File: src/rtl/flag_update_unit.sv
// rtl/flag_update_unit.sv - NZCV flag register with shadow copy, bypass and saturating write counter
// Optional feature macro: FLAG_BYPASS_EN (combinational next-state flags on flags_fwd_o)
module flag_update_unit #(
  parameter logic [3:0] RESET_FLAGS = 4'b0000,
  parameter int         CNT_W       = 16
) (
  input  logic             clk,
  input  logic             rst_n,
  input  logic             valid_i,
  input  logic             stall_i,
  input  logic             flush_i,
  input  logic [1:0]       flag_w_i,
  input  logic             cond_ex_i,
  input  logic [3:0]       alu_flags_i,
  input  logic             save_i,
  input  logic             restore_i,
  input  logic             cnt_clr_i,
  output logic [3:0]       flags_o,
  output logic [3:0]       flags_fwd_o,
  output logic [3:0]       shadow_o,
  output logic [CNT_W-1:0] flag_writes_o
);

  logic [3:0]       flags_q;
  logic [3:0]       shadow_q;
  logic [CNT_W-1:0] cnt_q;

  logic             wr_en;
  logic [3:0]       alu_merged;
  logic [3:0]       flags_next;
  logic [3:0]       shadow_next;
  logic [CNT_W-1:0] cnt_next;

  assign wr_en = valid_i & cond_ex_i & ~flush_i & ~stall_i & (flag_w_i != 2'b00);

  // Merge the selected ALU fields over the held flags; unselected fields keep their value
  always_comb begin
    alu_merged      = flags_q;
    if (flag_w_i[1])
      alu_merged[3:2] = alu_flags_i[3:2];
    if (flag_w_i[0])
      alu_merged[1:0] = alu_flags_i[1:0];
  end

  // Next architectural flags: stall holds, restore beats the ALU write
  always_comb begin
    flags_next = flags_q;
    if (!stall_i) begin
      if (restore_i)
        flags_next = shadow_q;
      else if (wr_en)
        flags_next = alu_merged;
    end
  end

  // Shadow captures the post-write flags on save, unless a restore is happening the same cycle
  always_comb begin
    shadow_next = shadow_q;
    if (!stall_i && save_i && !restore_i)
      shadow_next = flags_next;
  end

  // Counter: clear wins, otherwise count writes not overridden by restore, saturating at all-ones
  always_comb begin
    cnt_next = cnt_q;
    if (!stall_i) begin
      if (cnt_clr_i)
        cnt_next = '0;
      else if (wr_en && !restore_i && (cnt_q != {CNT_W{1'b1}}))
        cnt_next = cnt_q + 1'b1;
    end
  end

  // State registers with asynchronous active-low reset
  always_ff @(posedge clk or negedge rst_n) begin
    if (!rst_n) begin
      flags_q  <= RESET_FLAGS;
      shadow_q <= 4'b0000;
      cnt_q    <= '0;
    end else begin
      flags_q  <= flags_next;
      shadow_q <= shadow_next;
      cnt_q    <= cnt_next;
    end
  end

  assign flags_o       = flags_q;
  assign shadow_o      = shadow_q;
  assign flag_writes_o = cnt_q;

`ifdef FLAG_BYPASS_EN
  assign flags_fwd_o = flags_next;
`else
  assign flags_fwd_o = flags_q;
`endif

endmodule

File: config.mk
export PLATFORM = sky130hd
export DESIGN_NAME = flag_update_unit
export DESIGN_NICKNAME = d
export VERILOG_FILES = /design/src/rtl/flag_update_unit.sv
export SDC_FILE = /design/constraint.sdc
export NUM_CORES = 1
export LEC_CHECK = 0
export BUFFER_PORTS_ARGS = -buffer_cell sky130_fd_sc_hd__buf_2
export CORE_MARGIN = 2
export CORE_UTILIZATION = 46
export CTS_CLUSTER_DIAMETER = 40
export DETAILED_ROUTE_END_ITERATION = 10
export GPL_TIMING_DRIVEN = 0
export PLACE_DENSITY_LB_ADDON = 0.3
export REMOVE_ABC_BUFFERS = 1
export SETUP_SLACK_MARGIN = 0.05
export SYNTH_ARGS = -nofsm -noshare
export SYNTH_HDL_FRONTEND = slang
export SYNTH_SLANG_ARGS = --single-unit
File: constraint.sdc
create_clock -name clk -period 1.87 [get_ports clk]
set_input_delay 0.2805 -clock clk [delete_from_list [all_inputs] [get_ports clk]]
set_output_delay 0.2805 -clock clk [all_outputs]
set_load 0.02 [all_outputs]
Word-level counts from Yosys, hierarchy flattened

Cells that the tools add are included.

Flip-flop bits (word level): 24
Output and inout port bits: 28
Logic and storage cells: 27

Reductions and logical operators: 9
Equality and inequality tests: 1
Muxes and demuxes: 7
$add $sub $neg: 1
Bitwise logic cells: 6

Operator list:

| kind                                                            | count |
|---|---|
| 16-bit two-way mux                                              | 2 |
| 16-bit by 1-bit adder with 16-bit output, second input constant | 1 |
| 16-bit inequality test, second input constant                   | 1 |
| 4-bit two-way mux                                               | 3 |
| 1-bit bitwise AND                                               | 4 |
| 1-bit logical AND                                               | 4 |
| 2-bit two-way mux                                               | 2 |
| 2-bit nonzero test                                              | 2 |
| 1-bit zero test                                                 | 2 |
| 1-bit NOT                                                       | 2 |
| 2-bit AND reduction                                             | 1 |

Logic depth before layout (Yosys ltp)

Gate-level depths: netlist of run 1.

Depth after elaboration: 8
Depth in mapped cells: 8
Depth with buffers taken out: 6

Worst setup path before layout of run 1

Ideal clock, no wire load.

Path kind: flip-flop to flip-flop
From: register cnt_q[0], in the netlist flag_writes_o[0]
To: register cnt_q[10], in the netlist flag_writes_o[10]
Required time: 1744 ps
Library setup time: 126 ps
Stages on the path, launching flop included: 7
Path buffers: 1
Arrival time: 1826 ps
Slack: -82 ps
Cell sequence: dfrtp_1 ha_1 and3_1 and4b_1 a21o_1 buf_6 a221o_1

Cells in the longest elaborated chain, start to end: 4
Elaborated cells between the ends (all ways): 7
Those cells by class: add/sub: 1; eq/ne: 1; mux: 2; reduce/logical: 3

Ends and longest elaborated chain:

| what                                                                                             | line | source |
|---|---|---|
| start: declaration                                                                               | 26   | `logic [CNT_W-1:0] cnt_q;` |
| start signal: assignment                                                                         | 83   | `cnt_q <= cnt_next;` |
| parallel branches: the longest is 4 deep, another holds 16-bit by 1-bit adder with 16-bit output | -    |  |

Parallel ways; which one is timed is not known. The select of a mux whose other input is x is not followed.
A chain may end at the register's enable or synchronous reset.

Final worst setup path of run 1

From: register cnt_q[1], in the netlist flag_writes_o[1]
To: register cnt_q[9], in the netlist flag_writes_o[9]

Same word-level chain as after synthesis.

==> impl_metrics.json, run 1 <==
{
  "hold_path_startpoint": "alu_flags_i[3]",
  "synth_top_area_share": 0.424,
  "setup_viol": 0,
  "relSlewSlack": 0.648,
  "grt_pass1_wl_um": 5300,
  "fin_hold_ws_ns": 0.261,
  "fin_ws_ns": 0.0291,
  "dp_slack_ns": -0.342,
  "path_class": "register to register",
  "final-hold-violation-count": 0,
  "grt_pass1_vias": 1197,
  "min_path_cells": 3,
  "period_share": 0.984,
  "rows": 20,
  "arrival_ns": 2.12,
  "drt_wl_total_um": 3240,
  "place.gp.congestion": 0.777,
  "synthAdderAreaFrac": 0.00883,
  "yosysWarnings": 0,
  "initial_utilization": 0.472,
  "synthMuxAreaShare": 0.0221,
  "synth_compound_area_frac": 0.196,
  "start_kind": "register",
  "status": "complete, no violations",
  "ys_types": 42,
  "h-tree-depth": 1,
  "synth_xor_area_frac": 0.0124,
  "hold_end": "shadow_o[3]$_DFFE_PN0P_",
  "synth_area_leaders": "dfrtp_1 42%, nand2_1 5.8%, o21ai_0 4.2%",
  "rsz0062_at_grt": "yes",
  "avgRoutedWirePerCell_um": 13.9,
  "cts_root_buf": "clkbuf_4",
  "worstReg2RegStart": "flag_writes_o[1]$_DFFE_PN0P_",
  "port_buffers": 42,
  "async_flop_share": 1.00,
  "syn_area_um2": 1420,
  "peakVddDrop_mv": 0.499,
  "clk_latency_ns": 0.32,
  "drc_errors": 0,
  "clock_path_buffers": 2,
  "drive_above_1_share": 0.367,
  "worstReg2RegEnd": "flag_writes_o[9]$_DFFE_PN0P_",
  "grt_max_degree": 25,
  "drtIter0Drc": 24,
  "synth.avg_cell_area_um2": 9.21,
  "worstSetupEndpointType": "register",
  "fmax_mhz": 543,
  "synthCells": 154,
  "synth_top_family_by_area": "simple AND/OR/NAND/NOR gates",
  "path_max_fanout": 8,
  "fill_cells": 285,
  "ys_ff_latch": 24,
  "antennaDiodeCount": 0,
  "reg2reg_setup_slack_ns": 0.03,
  "numCtsBuffers": 3,
  "seq_area_um2": 602,
  "routed_via_density": 5.65,
  "nets": 216,
  "area_growth_pct": 24.3,
  "tightest_slew_ns": 0.528,
  "final-max-slew-violation-count": 0,
  "period_minus_slack_ns": 1.84,
  "clock_sinks": 24,
  "dp_hpwl_um": 2220,
  "grt_overflow": 0,
  "core_area_um2": 3000,
  "track_usage": 0.195,
  "die_h_um": 59.5,
  "cts_tree": "built",
  "skew_ns": 0.0154,
  "multi_input_area_um2": 771,
  "die_w_um": 59.5,
  "vias": 1310,
  "maxCapViolations": 0,
  "required_ns": 2.15,
  "hold_class": "input pin to register",
  "ys.flop_type": "dfrtp_1",
  "firstDrtPassIters": 4,
  "seq_area_frac_synth": 0.424,
  "power_density_nw_per_um2": 907,
  "synth-simple-area-share": 0.273,
  "yosys.area.top_type": "dfrtp_1",
  "antenna_found_initial": 0,
  "antenna_left": 0,
  "path_clk_slew_ns": 0.15,
  "synth-edff-count": 0,
  "r2r_cells": 7,
  "ios": 43,
  "fp.dieArea_um2": 3540,
  "leakage_nw": 0.819
}
stage by stage:
| step | instance area [µm²] | instances | utilization | power [mW] | setup TNS (ns) |
|---|---|---|---|---|---|
| floorplan | 1340 | 144 | - | 1.00 | -1.19 |
| global placement | 1590 | 219 | 0.530 | 1.17 | -2.19 |
| detailed placement | 1590 | 219 | 0.530 | 1.19 | -2.46 |
| CTS | 1750 | 232 | 0.582 | 1.60 | 0 |
| global route | 1760 | 232 | 0.587 | 1.69 | -0.281 |
| finish | 1760 | 232 | 0.587 | 1.60 | 0 |
cells in the final DEF (no fill, tap or decap), types with 2 or more instances in the layout:
| cell | synthesis | final |
|---|---|---|
| buf_2 | 1 | 42 |
| dfrtp_1 | 24 | 23 |
| nand2_1 | 22 | 22 |
| o21ai_0 | 12 | 11 |
| a21oi_1 | 9 | 9 |
| nor3_1 | 8 | 8 |
| nand3_1 | 7 | 7 |
| nor2_1 | 7 | 7 |
| buf_4 | 4 | 5 |
| inv_1 | 4 | 4 |
| nor2b_1 | 4 | 4 |
| nor3b_1 | 3 | 3 |
| o22a_2 | 3 | 3 |
| and3_1 | 4 | 3 |
| or2_2 | 3 | 3 |
| a221o_1 | 3 | 3 |
| clkbuf_4 | 0 | 3 |
| a21o_4 | 0 | 2 |
| xnor2_1 | 2 | 2 |
| nor4_1 | 3 | 2 |
| nand2b_1 | 2 | 2 |
| mux2i_1 | 2 | 2 |
| o22ai_1 | 2 | 2 |
| buf_6 | 3 | 2 |
repair_timing:
item / CTS / global route
hold buffers: 1 / 0
gates resized for setup: 9 / 5
pin swaps: 8 / 0
endpoints found under the hold margin: 24 / 0
buffers inserted: 7 / 0
endpoints found under the setup margin: 15 / 13
gates cloned: 1 / 0
power by group:
group          internal, mW  total (mW)  switching, mW
sequential            0.607       0.718          0.111
combinational         0.200       0.500          0.300
clock                 0.217       0.381          0.164
total                  1.02        1.60          0.575
sequential cells by signal, summed over array words and instances, names as in the netlist:
name / cells
flags_fwd_o: 4
flag_writes_o: 16
shadow_o: 4
per-layer routing:
| layer | part of all wire | GRT usage |
|---|---|---|
| met1 | 0.45 | 0.247 |
| met5 | 0 | 0 |
| met3 | 0.040 | 0.0218 |
| met4 | 0.0093 | 0.0667 |
| met2 | 0.50 | 0.342 |
worst max path at each step:
stage | startpoint | end | slack, ns | depth (start not counted)
2_1_floorplan | flag_writes_o[0]$_DFFE_PN0P_ | flag_writes_o[5]$_DFFE_PN0P_ | -0.27 | 6
4_1_cts | flag_writes_o[1]$_DFFE_PN0P_ | flag_writes_o[11]$_DFFE_PN0P_ | 0.05 | 6
6_report | flag_writes_o[1]$_DFFE_PN0P_ | flag_writes_o[9]$_DFFE_PN0P_ | 0.03 | 7
5_1_grt | flag_writes_o[0]$_DFFE_PN0P_ | flag_writes_o[12]$_DFFE_PN0P_ | -0.04 | 7
3_3_place_gp | flag_writes_o[0]$_DFFE_PN0P_ | flag_writes_o[5]$_DFFE_PN0P_ | -0.33 | 6
3_5_place_dp | flag_writes_o[0]$_DFFE_PN0P_ | flag_writes_o[5]$_DFFE_PN0P_ | -0.34 | 6
cell families (layout without fill, tap and decap cells):
kind of cell / count (synthesis) / count (layout)
muxes: 3 / 3
buffers and inverters: 14 / 58
and+or+nand+nor: 71 / 71
DFF: 24 / 24
xor gates and xnor gates: 2 / 2
AOI/OAI and AO/OA: 39 / 40
adders and majority gates: 1 / 1
Yosys cell counts (2+ instances only):
cell type,instances
nor4_1,3
o22a_2,3
nand3_1,7
nor2b_1,4
mux2i_1,2
a21o_1,2
and3_1,4
a21oi_1,9
clkbuf_1,2
dfrtp_1,24
a221o_1,3
xnor2_1,2
buf_4,4
nor2_1,7
or2_2,3
o21ai_0,12
buf_6,3
nor3b_1,3
nand2b_1,2
o22ai_1,2
nand2_1,22
nor3_1,8
inv_1,4
cell type report:
class,instances,area share
Sequential cell,24,0.342
Tap cell,33,0.0234
Clock inverter,1,0.0170
Timing Repair Buffer,50,0.159
Clock buffer,3,0.0128
Multi-Input combinational cell,117,0.437
Inverter,4,0.00852
worst max-delay path, stage by stage, from the launching register on:
cell and delay [ns]:
dfrtp_1 0.42, ha_2 0.19, and3_4 0.18, and4b_2 0.27
a21o_4 0.25, buf_6 0.12, nor4_1 0.22, a221o_1 0.14
Power figures use the tool's default switching activity.
==> run 2, diff against run 1 <==
SETUP_SLACK_MARGIN = 0.2   (was 0.05)
==> run 2 against run 1 <==
Against the previous run: total power grew 2.5%; largest power group unchanged; first-iteration DRC count grew 29%; highest routed layer unchanged; clock skew grew 0.0034 ns; flip-flop and latch count is the same; via count grew 3.0%; clock power is essentially flat.
==> impl_metrics.json, run 2 (synthesized netlist as in run 1, its figures left out) <==
{
  "core_area_um2": 3000,
  "fp.dieArea_um2": 3540,
  "clock_path_buffers": 2,
  "leakage_nw": 0.852,
  "grt_pass1_vias": 1234,
  "clk_latency_ns": 0.32,
  "area_growth_pct": 33.9,
  "period_minus_slack_ns": 1.80,
  "hold_class": "input pin to register",
  "path_clk_slew_ns": 0.15,
  "cts_root_buf": "clkbuf_4",
  "path_max_fanout": 8,
  "fin_hold_ws_ns": 0.263,
  "clock_sinks": 24,
  "dp_hpwl_um": 2220,
  "drc_errors": 0,
  "maxCapViolations": 0,
  "die_w_um": 59.5,
  "final-hold-violation-count": 0,
  "rows": 20,
  "vias": 1349,
  "place_inst": 219,
  "tns_ns": 0,
  "track_usage": 0.203,
  "grt_overflow": 0,
  "fill_cells": 264,
  "largest_reg_flops": 16,
  "nets": 222,
  "required_ns": 2.10,
  "final-max-slew-violation-count": 0,
  "peakVddDrop_mv": 0.489,
  "antenna_left": 0,
  "port_buffers": 42,
  "fmax_mhz": 555,
  "place.gp.congestion": 0.777,
  "h-tree-depth": 1,
  "initial_utilization": 0.472,
  "die_h_um": 59.5,
  "routed_via_density": 5.67,
  "numCtsBuffers": 3,
  "period_share": 0.963,
  "relSlewSlack": 0.643,
  "grt_pass1_wl_um": 5510,
  "drtIter0Drc": 31,
  "drt_wl_total_um": 3460,
  "path_class": "register to register",
  "skew_ns": 0.0189,
  "firstDrtPassIters": 4,
  "arrival_ns": 2.03,
  "grt_max_degree": 25,
  "ios": 43,
  "antenna_found_initial": 0,
  "avgRoutedWirePerCell_um": 14.5,
  "rsz0062_at_grt": "yes",
  "start_kind": "register",
  "tightest_slew_ns": 0.535,
  "final_common_cell": "buf_2",
  "power_density_nw_per_um2": 863,
  "status": "complete, no violations",
  "antennaDiodeCount": 0,
  "drive_above_1_share": 0.444,
  "cts_tree": "built",
  "final_cell_mix": "42 x buf_2, 21 x nand2_1, 21 x dfrtp_1",
  "setup_viol": 0,
  "finalNonFillerCells": 238,
  "worstSetupEndpointType": "register"
}
-- run 2: final timing paths --
kind                       slack (ns)  depth (start not counted)                    startpoint                            to
min reg2reg                      0.53                          2       shadow_o[2]$_DFFE_PN0P_       shadow_o[2]$_DFFE_PN0P_
max in group asynchronous        1.05                          2                         rst_n  flag_writes_o[4]$_DFFE_PN0P_
min                              0.26                          3                alu_flags_i[3]       shadow_o[3]$_DFFE_PN0P_
max                              0.07                          7  flag_writes_o[0]$_DFFE_PN0P_  flag_writes_o[4]$_DFFE_PN0P_
max reg2reg                      0.07                          7  flag_writes_o[0]$_DFFE_PN0P_  flag_writes_o[4]$_DFFE_PN0P_
min in group asynchronous        0.44                          2                         rst_n  flag_writes_o[6]$_DFFE_PN0P_
-- run 2: per-layer routing --
| metal | wire length, µm | part of all wire | up-vias | global-route usage |
|---|---|---|---|---|
| met5 | 0 | 0 | - | 0 |
| met2 | 1820 | 0.53 | 38 | 0.356 |
| met1 | 1490 | 0.43 | 641 | 0.260 |
| met3 | 134 | 0.039 | 2 | 0.0218 |
| met4 | 17 | 0.0049 | 0 | 0.0667 |
| li1 | - | - | 668 | - |
-- run 2: stage by stage --
stage / cell area, µm² / setup WS [ns] / total power [mW] / utilization
CTS: 1800 / 0.0519 / 1.61 / 0.600
floorplan: 1340 / -0.266 / 1.00 / -
finish: 1900 / 0.0687 / 1.64 / 0.632
global placement: 1590 / -0.329 / 1.17 / 0.530
global route: 1900 / -0.0124 / 1.74 / 0.632
detailed placement: 1590 / -0.342 / 1.19 / 0.530
-- run 2: timing repair --
action                     in CTS  in global routing
hold buffers                    1                  0
resized for setup              14                 19
gates cloned                    2                  0
hold endpoints to repair       24                  0
pin swaps                       9                  6
buffers inserted                9                  3
setup endpoints to repair      16                 16
-- run 2: final cells by class --
type | count | area (µm²) | area share
multi-input combinational | 118 | 860 | 0.453
tap | 33 | 41.3 | 0.0218
clock inverter | 1 | 30.0 | 0.0158
sequential | 24 | 604 | 0.318
inverter | 4 | 15.0 | 0.00791
clock buffer | 3 | 22.5 | 0.0119
timing repair buffer | 55 | 325 | 0.171
-- run 2: power breakdown --
part	switching, mW	internal [mW]
registers	0.117	0.609
logic	0.314	0.217
clock network	0.164	0.217
-- run 2: critical path: stages, from the launching register on --
cell     delay (ns)
dfrtp_1        0.39
ha_2           0.19
and3_4         0.19
and4b_4        0.33
a21o_4         0.20
buf_6          0.11
nor4b_2        0.03
a211o_1        0.27
